## config.mk

```make
export PLATFORM = sky130hd
export DESIGN_NAME = ks_serial_addsub
export DESIGN_NICKNAME = d
export VERILOG_FILES = /design/src/rtl/ks_arith_pkg.sv /design/src/rtl/kogge_stone_4.sv /design/src/rtl/ks_serial_addsub.sv
export SDC_FILE = /design/constraint.sdc
export NUM_CORES = 1
export LEC_CHECK = 0
export CORE_UTILIZATION = 50
export CTS_CLUSTER_DIAMETER = 150
export DETAILED_ROUTE_END_ITERATION = 6
export PLACE_DENSITY = 0.75
export SETUP_SLACK_MARGIN = 0.4
export SLEW_MARGIN = 20
export SYNTH_ARGS = -nofsm -noshare
export SYNTH_HDL_FRONTEND = slang
export SYNTH_SLANG_ARGS = --single-unit
export TNS_END_PERCENT = 100
```

## constraint.sdc

```tcl
create_clock -name clk -period 3.9 [get_ports clk]
set_clock_uncertainty 0.2 [all_clocks]
set_input_delay 0.39 -clock clk [delete_from_list [all_inputs] [get_ports clk]]
set_output_delay 0.39 -clock clk [all_outputs]
set_load 0.03 [all_outputs]
```

## src/rtl/ks_arith_pkg.sv

```systemverilog
// ks_arith_pkg: types and helpers for the digit-serial Kogge-Stone adder/subtractor.
//   state_t      - sequencer states (IDLE, RUN, DONE)
//   SLICE_W      - width of the shared prefix-adder slice
//   digit_cnt_w  - width of the digit counter, at least one bit
package ks_arith_pkg;

    typedef enum logic [1:0] {
        IDLE = 2'd0,
        RUN  = 2'd1,
        DONE = 2'd2
    } state_t;

    localparam int SLICE_W = 4;

    // A single-digit operation still needs a one-bit counter.
    function automatic int digit_cnt_w(input int num_digits);
        if (num_digits > 1) begin
            return $clog2(num_digits);
        end else begin
            return 1;
        end
    endfunction

endpackage

```

## src/rtl/kogge_stone_4.sv

```systemverilog
// kogge_stone_4: combinational 4-bit Kogge-Stone adder slice.
//   a, b  - 4-bit operands
//   cin   - carry into bit 0
//   sum   - 4-bit sum
//   cout  - carry out of bit 3
module kogge_stone_4 (
    input  logic [3:0] a,
    input  logic [3:0] b,
    input  logic       cin,
    output logic [3:0] sum,
    output logic       cout
);

    logic [3:0] g_s;
    logic [3:0] p_s;
    logic [3:0] g1_s;
    logic [3:0] p1_s;
    logic [3:0] g2_s;

    // Carry-in folded into bit 0 generate so the prefix tree yields every carry directly.
    assign p_s = a ^ b;
    assign g_s = {a[3:1] & b[3:1], (a[0] & b[0]) | (p_s[0] & cin)};

    // Prefix level 1: span 2.
    assign g1_s[0] = g_s[0];
    assign p1_s[0] = p_s[0];
    assign g1_s[1] = g_s[1] | (p_s[1] & g_s[0]);
    assign p1_s[1] = p_s[1] & p_s[0];
    assign g1_s[2] = g_s[2] | (p_s[2] & g_s[1]);
    assign p1_s[2] = p_s[2] & p_s[1];
    assign g1_s[3] = g_s[3] | (p_s[3] & g_s[2]);
    assign p1_s[3] = p_s[3] & p_s[2];

    // Prefix level 2: span 4; g2_s[i] is the carry out of bit i.
    assign g2_s[0] = g1_s[0];
    assign g2_s[1] = g1_s[1];
    assign g2_s[2] = g1_s[2] | (p1_s[2] & g1_s[0]);
    assign g2_s[3] = g1_s[3] | (p1_s[3] & g1_s[1]);

    assign sum  = p_s ^ {g2_s[2:0], cin};
    assign cout = g2_s[3];

endmodule

```

## src/rtl/ks_serial_addsub.sv

```systemverilog
// ks_serial_addsub: WIDTH-bit adder/subtractor that reuses one 4-bit Kogge-Stone
// slice, one nibble per cycle, with a registered carry between nibbles.
//   clk, rst             - clock, asynchronous active-high reset
//   in_valid/in_ready    - request handshake; a, b, sub, cin latched on accept
//   out_valid/out_ready  - result handshake
//   sum, cout            - result and raw final carry (subtract: 1 = no borrow)
//   overflow, zero       - signed overflow and sum==0 flags
module ks_serial_addsub
    import ks_arith_pkg::*;
#(
    parameter int WIDTH = 16
) (
    input  logic             clk,
    input  logic             rst,
    input  logic             in_valid,
    output logic             in_ready,
    input  logic [WIDTH-1:0] a,
    input  logic [WIDTH-1:0] b,
    input  logic             sub,
    input  logic             cin,
    output logic             out_valid,
    input  logic             out_ready,
    output logic [WIDTH-1:0] sum,
    output logic             cout,
    output logic             overflow,
    output logic             zero
);

    localparam int NUM_DIGITS = WIDTH / SLICE_W;
    localparam int KW         = digit_cnt_w(NUM_DIGITS);
    localparam logic [KW-1:0] LAST_K = KW'(NUM_DIGITS - 1);

    state_t             state_r;
    logic [KW-1:0]      k_r;
    logic               carry_r;
    logic [WIDTH-1:0]   a_r;
    logic [WIDTH-1:0]   b_r;
    logic [WIDTH-1:0]   res_r;
    logic               in_ready_r;
    logic               out_valid_r;
    logic [WIDTH-1:0]   sum_r;
    logic               cout_r;
    logic               overflow_r;
    logic               zero_r;

    logic [SLICE_W-1:0] slice_a_s;
    logic [SLICE_W-1:0] slice_b_s;
    logic [SLICE_W-1:0] slice_sum_s;
    logic               slice_cout_s;
    logic [WIDTH-1:0]   res_next_s;
    logic               overflow_next_s;

    kogge_stone_4 u_slice (
        .a    (slice_a_s),
        .b    (slice_b_s),
        .cin  (carry_r),
        .sum  (slice_sum_s),
        .cout (slice_cout_s)
    );

    // Select the current digit and merge the slice result into the running result.
    always_comb begin
        slice_a_s  = a_r[k_r * SLICE_W +: SLICE_W];
        slice_b_s  = b_r[k_r * SLICE_W +: SLICE_W];
        res_next_s = res_r;
        res_next_s[k_r * SLICE_W +: SLICE_W] = slice_sum_s;
        // b_r already holds ~b for subtract, so this is the usual same-sign rule.
        overflow_next_s = (a_r[WIDTH-1] == b_r[WIDTH-1]) &&
                          (res_next_s[WIDTH-1] != a_r[WIDTH-1]);
    end

    // Sequencer, operand/carry/result registers and registered outputs.
    always_ff @(posedge clk or posedge rst) begin
        if (rst) begin
            state_r     <= IDLE;
            k_r         <= {KW{1'b0}};
            carry_r     <= 1'b0;
            a_r         <= {WIDTH{1'b0}};
            b_r         <= {WIDTH{1'b0}};
            res_r       <= {WIDTH{1'b0}};
            in_ready_r  <= 1'b0;
            out_valid_r <= 1'b0;
            sum_r       <= {WIDTH{1'b0}};
            cout_r      <= 1'b0;
            overflow_r  <= 1'b0;
            zero_r      <= 1'b0;
        end else begin
            case (state_r)
                IDLE: begin
                    // in_ready_r is low for the first IDLE cycle after reset.
                    if (in_valid && in_ready_r) begin
                        a_r        <= a;
                        b_r        <= sub ? ~b : b;
                        carry_r    <= cin ^ sub;
                        k_r        <= {KW{1'b0}};
                        res_r      <= {WIDTH{1'b0}};
                        in_ready_r <= 1'b0;
                        state_r    <= RUN;
                    end else begin
                        in_ready_r <= 1'b1;
                    end
                end
                RUN: begin
                    res_r   <= res_next_s;
                    carry_r <= slice_cout_s;
                    k_r     <= k_r + {{(KW-1){1'b0}}, 1'b1};
                    if (k_r == LAST_K) begin
                        state_r     <= DONE;
                        out_valid_r <= 1'b1;
                        sum_r       <= res_next_s;
                        cout_r      <= slice_cout_s;
                        overflow_r  <= overflow_next_s;
                        zero_r      <= (res_next_s == {WIDTH{1'b0}});
                    end else begin
                        state_r <= RUN;
                    end
                end
                DONE: begin
                    if (out_ready) begin
                        out_valid_r <= 1'b0;
                        in_ready_r  <= 1'b1;
                        state_r     <= IDLE;
                    end else begin
                        state_r <= DONE;
                    end
                end
                default: begin
                    state_r     <= IDLE;
                    in_ready_r  <= 1'b0;
                    out_valid_r <= 1'b0;
                end
            endcase
        end
    end

    assign in_ready  = in_ready_r;
    assign out_valid = out_valid_r;
    assign sum       = sum_r;
    assign cout      = cout_r;
    assign overflow  = overflow_r;
    assign zero      = zero_r;

endmodule

```

==> reports/qor.yml <==
run_status:
  status: "finished clean"
die:
  dieArea_um2: 7678
  core_region_area_um2: 6944
  ios: 59
  initial_core_util_pct: 52.79
  die_x_um: 87.63
  rows: 30
  fp.dieH_um: 87.63
timing:
  rsz0062_at_grt: "no"
  setup_viol: 0
  setup_tns_ps: 0
  hold_viol: 0
  worst_slew_pin_slew_ps: 1087
  relSlewSlack_pct: 27.53
  fin_crit_sh_pct: 84.20
  timing.fmax_mhz: 304.5
  finalMaxSlewViolations: 0
  fin_crit_ps: 3284
critical_path:
  cp.required_ps: 3950
  crit_fanout: 7
  arrival_ps: 3330
  cp-end-kind: "flip-flop"
  crit_type: "reg2reg"
  startpoint_type: "flip-flop"
power_and_ir_drop:
  p_total_mw: 4.234
  peakVddDrop_uv: 367.2
  p_leak_nw: 1.869
  p_per_area_nw_per_um2: 932.5
global_route:
  grt_usage_pct: 22.42
  grt_max_degree: 75
  grt_pass1_vias: 2665
  gr-total-overflow: 0
  grt_antenna_before_repair: 0
  grt_pass1_wl_um: 12950
clocking:
  clk_pin_slew_ps: 80
  cts_made_buffers: 9
  clock_sinks: 74
  cts_tree: "built"
  cts_root_buf: "clkbuf_8"
  clk_latency_ps: 350
  h-tree-depth: 3
  clockBufferDepth: 2
drt:
  vias_per_cell: 5.407
  drt_iter0_markers: 170
  routedWlPerCell_um: 15.10
  drt-total-wl_um: 7459
  dr.pass1.iters: 4
  via_count: 2671
  drt_drc_violations_left: 0
  antenna_left: 0
logic_synthesis:
  yosysWarningCount: 0
  netlist_area_um2: 3666
  ys_seq_area_share_pct: 50.51
  async_reset_ff_share_pct: 100.0
  syn_inst: 336
  synth_top_area_share_pct: 50.51
  synthTopCellsByCount: "dfrtp_1 (74), nand2_1 (36), o21ai_0 (21), a21oi_1 (20), nor2_1 (20)"
  yosysMostFrequentCell: "dfrtp_1"
  synth.avg_cell_area_um2: 10.91
  synth_edf_count: 0
  syn-num-nets: 385
  synth_area_leader_cell: "dfrtp_1"
  yosys_most_used_dff: "dfrtp_1"
  ys_ff_latch: 74
  synth_cell_types: 46
  synth_area_leaders: "dfrtp_1 (51%), mux2_2 (4.9%), mux4_2 (4.9%), xnor2_1 (4.1%), nand2_1 (3.7%)"
final_layout:
  area_delta_synth_final_pct: 23.86
  drive_above_1_share_pct: 13.57
  stdcell_count: 494
  nets: 442
  antenna_cells: 0
  fillCellCount: 536
placed_design:
  hpwl_um: 5300
  io_buffers: 58
  dp_cells: 478
  routabilityCongestion: 0.9345
hold_path:
  hold_path.class: "in2async"
flow_run:
  drv_cap: 0
[sequential cells by signal, indices dropped and copies added, names as in the netlist]
name	count
res_r	16
sum	16
state_r	2
b_r	16
overflow	1
k_r	2
cout	1
a_r	16
zero	1
out_valid	1
in_ready	1
carry_r	1
[cell type report]
type	instances	area, µm²	area share [%]
inverter	10	37.54	0.8267
sequential	74	1853	40.81
clock inverter	7	70.07	1.543
timing repair buffer	66	653.1	14.38
multi-input combinational	232	1683	37.06
tap	96	120.1	2.645
clock buffer	9	123.9	2.728
[placed cells by master (no fill, tap or decap), types with 2 or more instances in the layout]
cell | Yosys | layout
dfrtp_1 | 74 | 73
clkdlybuf4s50_1 | 0 | 58
nand2_1 | 36 | 36
o21ai_0 | 21 | 21
nor2_1 | 20 | 20
a21oi_1 | 20 | 20
nor2b_1 | 17 | 17
xnor2_1 | 17 | 17
mux2_2 | 16 | 16
o22ai_1 | 13 | 13
inv_1 | 10 | 9
ha_1 | 9 | 9
clkbuf_8 | 0 | 9
a31oi_1 | 8 | 8
mux4_2 | 8 | 8
buf_4 | 4 | 7
nand2b_1 | 6 | 6
clkinvlp_4 | 0 | 4
nor3_1 | 3 | 3
and4_1 | 3 | 3
a32o_1 | 3 | 3
xor2_1 | 2 | 2
nand3_1 | 2 | 2
a41oi_1 | 2 | 2
o31ai_1 | 2 | 2
and3_1 | 2 | 2
a22oi_1 | 2 | 2
fa_1 | 2 | 2
clkinv_2 | 0 | 2
[layer usage]
| metal | GRT usage (%) | vias to the layer above | wire, µm |
|---|---|---|---|
| li1 | - | 1298 | - |
| met1 | 31.37 | 1262 | 3361 |
| met2 | 33.59 | 95 | 3556 |
| met3 | 3.959 | 16 | 381 |
| met4 | 11.77 | 0 | 160 |
| met5 | 0 | - | 0 |
[repair_timing]
| action | 4_1_cts | 5_1_grt |
|---|---|---|
| setup endpoints to repair | 0 | 1 |
| gates resized for setup | 0 | 1 |
| hold buffers | 0 | 0 |
| buffers inserted | 0 | 0 |
[power breakdown]
part	total [mW]	internal, mW	switching (mW)
clock	0.591	0.292	0.298
combinational	2.29	1.01	1.28
sequential	1.35	1.12	0.237
[through the flow]
step / hold slack [ps] / setup slack [ps] / instance area (µm²) / utilization [%]
floorplan: 267.1 / 604.9 / 3666 / -
global placement: 259.2 / 614.2 / 4345 / 62.58
detailed placement: 267.2 / 520.3 / 4345 / 62.58
CTS: 247.6 / 512.6 / 4539 / 65.37
global route: 287.6 / 459.9 / 4541 / 65.39
finish: 231.9 / 616.1 / 4541 / 65.39
[worst max-delay path: stages (launching register included)]
cell and delay (ps):
dfrtp_2 480, mux4_2 540, fa_1 420, inv_1 80, fa_1 440, nor2_1 190, a31oi_1 170, and4_1 240
and4_1 180, a32o_1 230
[logic make-up after synthesis]
kind of cell    share of synthesized area, %
fa+ha+maj                              4.164
xor+xnor                               4.539
simple gates                           13.21
buf+inv                                3.823
compound gates                         13.93
flops                                  50.51
mux                                    9.829
[worst paths after layout]
kind | from | to | slack, ps | cells after the start
max | k_r[0] | zero | 620 | 9
min | rst | in_ready | 230 | 3
max reg2reg | k_r[0] | zero | 620 | 9
min reg2reg | sum[8] | sum[8] | 280 | 2
max in group asynchronous | rst | k_r[0] | 2970 | 3
min in group clk | sum[8] | sum[8] | 280 | 2
(Power assumes the default switching activity.)
